===== config.mk =====
export PLATFORM = sky130hd
export DESIGN_NAME = wave_sequencer
export DESIGN_NICKNAME = d
export VERILOG_FILES = /design/src/rtl/wave_sequencer.sv
export SDC_FILE = /design/constraint.sdc
export NUM_CORES = 1
export LEC_CHECK = 0
export BUFFER_PORTS_ARGS = -buffer_cell sky130_fd_sc_hd__buf_4
export CAP_MARGIN = 30
export CORE_ASPECT_RATIO = 0.6
export CORE_UTILIZATION = 40
export CTS_CLUSTER_DIAMETER = 100
export DETAILED_ROUTE_END_ITERATION = 8
export HOLD_SLACK_MARGIN = 0.02
export PLACE_DENSITY = 0.65
export SYNTH_ARGS = -nofsm -noshare
export SYNTH_HDL_FRONTEND = slang
export SYNTH_SLANG_ARGS = --single-unit

===== constraint.sdc =====
create_clock -name clk_i -period 2.81 [get_ports clk_i]
set_input_delay 0 -clock clk_i [delete_from_list [all_inputs] [get_ports clk_i]]
set_output_delay 0 -clock clk_i [all_outputs]
set_load 0.005 [all_outputs]

===== src/rtl/wave_sequencer.sv =====
// Step sequencer that programs and runs wave_generator from an N_STEPS-entry table.
// Define WAVE_SEQUENCER_LOOP_EN to repeat the program until stop_i instead of running it once.
module wave_sequencer #(
    parameter int N_FRAC  = 7,
    parameter int N_STEPS = 4,
    parameter int CNT_W   = 8,
    localparam int ADDR_W = $clog2(N_STEPS),
    localparam int DW     = N_FRAC + 1
) (
    input  logic              clk_i,
    input  logic              rst_i,
    input  logic              prog_we_i,
    input  logic [ADDR_W-1:0] prog_addr_i,
    input  logic [1:0]        prog_wave_i,
    input  logic [DW-1:0]     prog_phase_i,
    input  logic [DW-1:0]     prog_amp_i,
    input  logic [CNT_W-1:0]  prog_len_i,
    input  logic              start_i,
    input  logic              stop_i,
    input  logic              sample_valid_i,
    output logic              enable_o,
    output logic [1:0]        waveform_o,
    output logic              set_phase_strobe_o,
    output logic              set_amplitude_strobe_o,
    output logic [DW-1:0]     data_o,
    output logic              busy_o,
    output logic [ADDR_W-1:0] step_o,
    output logic              done_strobe_o
);

    typedef enum logic [1:0] {
        IDLE     = 2'd0,
        LOAD_PH  = 2'd1,
        LOAD_AMP = 2'd2,
        RUN      = 2'd3
    } state_t;

    logic [1:0]        wave_mem_r  [N_STEPS];
    logic [DW-1:0]     phase_mem_r [N_STEPS];
    logic [DW-1:0]     amp_mem_r   [N_STEPS];
    logic [CNT_W-1:0]  len_mem_r   [N_STEPS];

    state_t            state_r, state_next_s;
    logic [ADDR_W-1:0] step_r, step_next_s, step_inc_s;
    logic [CNT_W-1:0]  cnt_r, cnt_next_s, len_cur_s;
    logic              enable_r, enable_next_s;
    logic [1:0]        wave_r, wave_next_s;
    logic              ph_strobe_r, ph_strobe_next_s;
    logic              amp_strobe_r, amp_strobe_next_s;
    logic [DW-1:0]     data_r, data_next_s;
    logic              busy_r, busy_next_s;
    logic              done_r, done_next_s;
    logic              step_end_s, last_step_s;

    assign len_cur_s   = len_mem_r[step_r];
    assign step_inc_s  = step_r + ADDR_W'(1);
    assign last_step_s = (step_r == ADDR_W'(N_STEPS - 1));

    // Program table: host writes land only while idle so a running program never changes under us.
    always_ff @(posedge clk_i or negedge rst_i) begin
        if (!rst_i) begin
            for (int i = 0; i < N_STEPS; i++) begin
                wave_mem_r[i]  <= 2'b00;
                phase_mem_r[i] <= {DW{1'b0}};
                amp_mem_r[i]   <= {DW{1'b0}};
                len_mem_r[i]   <= {CNT_W{1'b0}};
            end
        end else if (prog_we_i && (state_r == IDLE)) begin
            wave_mem_r[prog_addr_i]  <= prog_wave_i;
            phase_mem_r[prog_addr_i] <= prog_phase_i;
            amp_mem_r[prog_addr_i]   <= prog_amp_i;
            len_mem_r[prog_addr_i]   <= prog_len_i;
        end
    end

    // Next state plus next registered outputs; stop_i overrides everything else.
    always_comb begin
        state_next_s      = state_r;
        step_next_s       = step_r;
        cnt_next_s        = cnt_r;
        enable_next_s     = 1'b0;
        wave_next_s       = wave_r;
        ph_strobe_next_s  = 1'b0;
        amp_strobe_next_s = 1'b0;
        data_next_s       = data_r;
        busy_next_s       = 1'b1;
        done_next_s       = 1'b0;
        step_end_s        = 1'b0;

        case (state_r)
            IDLE: begin
                if (start_i) begin
                    state_next_s     = LOAD_PH;
                    step_next_s      = {ADDR_W{1'b0}};
                    cnt_next_s       = {CNT_W{1'b0}};
                    ph_strobe_next_s = 1'b1;
                    data_next_s      = phase_mem_r[0];
                    wave_next_s      = wave_mem_r[0];
                end else begin
                    busy_next_s = 1'b0;
                end
            end
            LOAD_PH: begin
                state_next_s      = LOAD_AMP;
                amp_strobe_next_s = 1'b1;
                data_next_s       = amp_mem_r[step_r];
            end
            LOAD_AMP: begin
                if (len_cur_s != {CNT_W{1'b0}}) begin
                    state_next_s  = RUN;
                    enable_next_s = 1'b1;
                end else begin
                    step_end_s = 1'b1;
                end
            end
            RUN: begin
                enable_next_s = 1'b1;
                if (sample_valid_i && (cnt_r == len_cur_s - CNT_W'(1))) begin
                    step_end_s = 1'b1;
                end else if (sample_valid_i) begin
                    cnt_next_s = cnt_r + CNT_W'(1);
                end else begin
                    cnt_next_s = cnt_r;
                end
            end
            default: begin
                state_next_s = IDLE;
                busy_next_s  = 1'b0;
            end
        endcase

        if (stop_i) begin
            state_next_s      = IDLE;
            step_next_s       = step_r;
            cnt_next_s        = cnt_r;
            enable_next_s     = 1'b0;
            wave_next_s       = wave_r;
            ph_strobe_next_s  = 1'b0;
            amp_strobe_next_s = 1'b0;
            data_next_s       = data_r;
            busy_next_s       = 1'b0;
            done_next_s       = 1'b0;
        end else if (step_end_s) begin
            enable_next_s = 1'b0;
            cnt_next_s    = {CNT_W{1'b0}};
            if (!last_step_s) begin
                state_next_s     = LOAD_PH;
                step_next_s      = step_inc_s;
                ph_strobe_next_s = 1'b1;
                data_next_s      = phase_mem_r[step_inc_s];
                wave_next_s      = wave_mem_r[step_inc_s];
            end else begin
                done_next_s = 1'b1;
`ifdef WAVE_SEQUENCER_LOOP_EN
                // step_inc_s wraps to entry 0 because N_STEPS is a power of two
                state_next_s     = LOAD_PH;
                step_next_s      = step_inc_s;
                ph_strobe_next_s = 1'b1;
                data_next_s      = phase_mem_r[step_inc_s];
                wave_next_s      = wave_mem_r[step_inc_s];
`else
                state_next_s = IDLE;
                busy_next_s  = 1'b0;
`endif
            end
        end else begin
            done_next_s = 1'b0;
        end
    end

    // State and output registers; every output comes straight from a flop.
    always_ff @(posedge clk_i or negedge rst_i) begin
        if (!rst_i) begin
            state_r      <= IDLE;
            step_r       <= {ADDR_W{1'b0}};
            cnt_r        <= {CNT_W{1'b0}};
            enable_r     <= 1'b0;
            wave_r       <= 2'b00;
            ph_strobe_r  <= 1'b0;
            amp_strobe_r <= 1'b0;
            data_r       <= {DW{1'b0}};
            busy_r       <= 1'b0;
            done_r       <= 1'b0;
        end else begin
            state_r      <= state_next_s;
            step_r       <= step_next_s;
            cnt_r        <= cnt_next_s;
            enable_r     <= enable_next_s;
            wave_r       <= wave_next_s;
            ph_strobe_r  <= ph_strobe_next_s;
            amp_strobe_r <= amp_strobe_next_s;
            data_r       <= data_next_s;
            busy_r       <= busy_next_s;
            done_r       <= done_next_s;
        end
    end

    assign enable_o               = enable_r;
    assign waveform_o             = wave_r;
    assign set_phase_strobe_o     = ph_strobe_r;
    assign set_amplitude_strobe_o = amp_strobe_r;
    assign data_o                 = data_r;
    assign busy_o                 = busy_r;
    assign step_o                 = step_r;
    assign done_strobe_o          = done_r;

endmodule


==> results.cfg <==
[setup_path]
cp.arrival_ps = 3150
cp-end-kind = flip-flop
required_ps = 3100
crit_fanout = 5
start_kind = flip-flop
crit_type = reg -> reg

[synthesis]
syn_nets = 531
synth.ff_latch_count = 131
ys.flop_type = dfrtp_1
netlist_instances = 488
synth_edf_count = 0
yosysUniqueCellTypes = 48
netlist_area_um2 = 6535
yosys_warnings = 0
ys_seq_area_frac = 0.5016
synth-async-reset-ratio = 1.000
synth_area_per_cell_um2 = 13.39

[cells_and_area]
area_growth_pct = 29.27
nets = 645
drive_gt1_frac = 0.4748
antennaDiodeCount = 0
fillers = 1316
final_core_util = 0.5404

[timing]
clock.fmax_ghz = 0.3500
min_period_ps = 2857
slew_viol_final = 0
setup_slack_ps = -47.26
hold_viol_final = 0
finalSetupViolCount = 13
fin_crit_sh = 1.017
tns_ps = -343.6
worst_pin_slew_ps = 574.2
rsz0062_at_grt = true
fin_hold_ws_ps = 56.50
slew_headroom = 0.6172
fin_worst_skew_ps = 10.17

[die]
die_area_um2 = 16870
die_h_um = 101.0
core_um2 = 15630
die_w_um = 167.0
pin_count = 51
floorplan.initialDensity = 0.4180
placementRows = 35

[clock_network]
cts.htree.levels = 4
cts.sink_count = 131
cts.clk_slew.worst_paths_ps = 60
cts_tree = done
clock_latency_ps = 420
cts_buffer_depth = 2
ctsRootBufferMaster = clkbuf_16
numCtsBuffers = 17

[min_path]
hp-class = in -> async

[route]
vias_per_cell = 5.680
routedWlPerCell_um = 20.03
routed_wl_mm = 16.38
ant_nets = 0
num_vias = 4646
firstDrtPassIters = 5
drc = 0
dr.first_iter.drc_count = 321

[grt]
antenna_found_initial = 0
grt_max_degree = 76
grt_pass1_wl_mm = 26.36
gr-total-overflow = 0
first_global_vias = 4665
grt_usage = 0.2077

[power]
leakagePower_nw = 3.558
peakVddDrop_v = 0.0004009
p_switching_mw = 2.750
p_int_mw = 5.692
p_sw_frac = 0.3258
pwr-share-comb = 0.354
seq_power_share = 0.390
p_total_mw = 8.442
clkPwrFrac = 0.256
cellPowerDensity_nw_per_um2 = 999.2

[placed_design]
hpwlAfterDp_mm = 10.88
place.gp.congestion = 0.8660
io_buffer_count = 50

[status]
violations = negative setup slack
outcome = complete, but fails checks

[flow_run]
drv_cap = 0
-- cell families after synthesis --
family | share of synthesized area
multiplexers | 0.2843
flip-flops | 0.5016
AND/OR/NAND/NOR | 0.08061
AO/OA/AOI/OAI | 0.07601
buffers and inverters | 0.02278
XOR/XNOR | 0.01742
adder cells (fa/ha/maj) | 0.01723
-- state kept, by name, summed over array words and instances (netlist names) --
name and cells:
data_o 8, waveform_o 2, step_o 2, cnt_r 8, busy_o 1, set_phase_strobe_o 1
set_amplitude_strobe_o 1, len_mem_r 32, wave_mem_r 8, enable_o 1, state_r 2, phase_mem_r 32
amp_mem_r 32, done_strobe_o 1
-- final cells by class --
cell class                 count  area [um^2]  area share
clock buffer                  18        429.2     0.05080
timing repair buffer         119         1018      0.1206
tap                          203        254.0     0.03007
inverter                      12        47.55    0.005628
sequential                   131         3279      0.3882
multi-input combinational    321         3274      0.3876
clock inverter                14        145.1     0.01718
-- Yosys cell counts (9+ instances only) --
cell / instances / area (um^2)
a221o_1: 9 / 90.09
nor2_1: 18 / 67.56
a21oi_1: 15 / 75.07
dfrtp_1: 131 / 3278
clkbuf_1: 20 / 75.07
inv_1: 12 / 45.04
mux4_2: 27 / 608.1
ha_1: 9 / 112.6
o21ai_0: 9 / 45.04
nand3_1: 18 / 90.09
nand2_1: 21 / 78.83
mux2_2: 111 / 1250
-- power by group through the flow --
stage	clock network, mW	registers, mW	logic, mW
2_1_floorplan	0	3.09	1.99
3_3_place_gp	0	3.26	2.63
3_5_place_dp	0	3.30	2.72
4_1_cts	2.20	3.28	2.89
5_1_grt	2.29	3.39	3.23
6_report	2.16	3.29	2.99
-- what timing repair did --
item,CTS,global route
cloned,1,0
pin swaps,12,11
resized for setup,10,28
hold endpoints to repair,237,0
endpoints found under the setup margin,23,26
setup buffers,7,3
hold buffers,28,0
-- final timing paths --
kind | cells past startpoint | to | start | slack (ps)
max in group asynchronous | 3 | phase_mem_r[5]$_DFFE_PN0P_ | rst_i | 1990
max reg2reg | 13 | step_o[1]$_DFFE_PN0N_ | step_o[0]$_DFFE_PN0N_ | -50
min | 2 | phase_mem_r[17]$_DFFE_PN0P_ | rst_i | 60
min reg2reg | 1 | phase_mem_r[18]$_DFFE_PN0P_ | phase_mem_r[18]$_DFFE_PN0P_ | 500
max | 13 | step_o[1]$_DFFE_PN0N_ | step_o[0]$_DFFE_PN0N_ | -50
min in group clk_i | 3 | set_phase_strobe_o$_DFF_PN0_ | start_i | 80
-- per-stage QoR --
step	instance area (um^2)	instances	setup slack (ps)
6_report	8448	818	-47.26
5_1_grt	8448	818	-154.5
4_1_cts	8315	815	-43.77
3_5_place_dp	7342	747	-174.5
3_3_place_gp	7342	747	-63.94
2_1_floorplan	6556	488	-109.0
-- critical path: stages, from the launching register on --
cell       delay [ps]
dfrtp_2           410
mux4_2            570
buf_6             150
inv_4              40
ha_4              130
xor2_2            150
xnor2_1           140
nand2_1           120
nor4_4            180
buf_4             170
o211ai_4          130
buf_4             190
a211oi_4          250
o2bb2ai_1         110
-- cells in the final DEF, fill, tap and decap left out, types with 4 or more instances in the layout --
cell / instances
nand4_1: 7
o211ai_1: 6
xnor2_1: 8
nand3_1: 9
nor2_1: 17
inv_1: 10
and3b_1: 8
ha_1: 8
a21oi_1: 13
o21ai_0: 5
nand3_2: 8
buf_4: 82
nand2_1: 21
clkbuf_16: 17
mux4_2: 27
buf_6: 6
dlygate4sd3_1: 28
inv_6: 4
a22oi_1: 7
dfrtp_1: 130
mux2_2: 111
xor2_1: 4
a221o_1: 9
-- metal layers --
metal / vias to the layer above / track usage / share of wire
met5: - / 0 / 0
met4: 0 / 0.04416 / 0.0059
met3: 14 / 0.04829 / 0.047
met2: 143 / 0.2974 / 0.43
met1: 2404 / 0.3175 / 0.51
li1: 2085 / - / -
No activity file was read; power rests on OpenSTA's default activity.
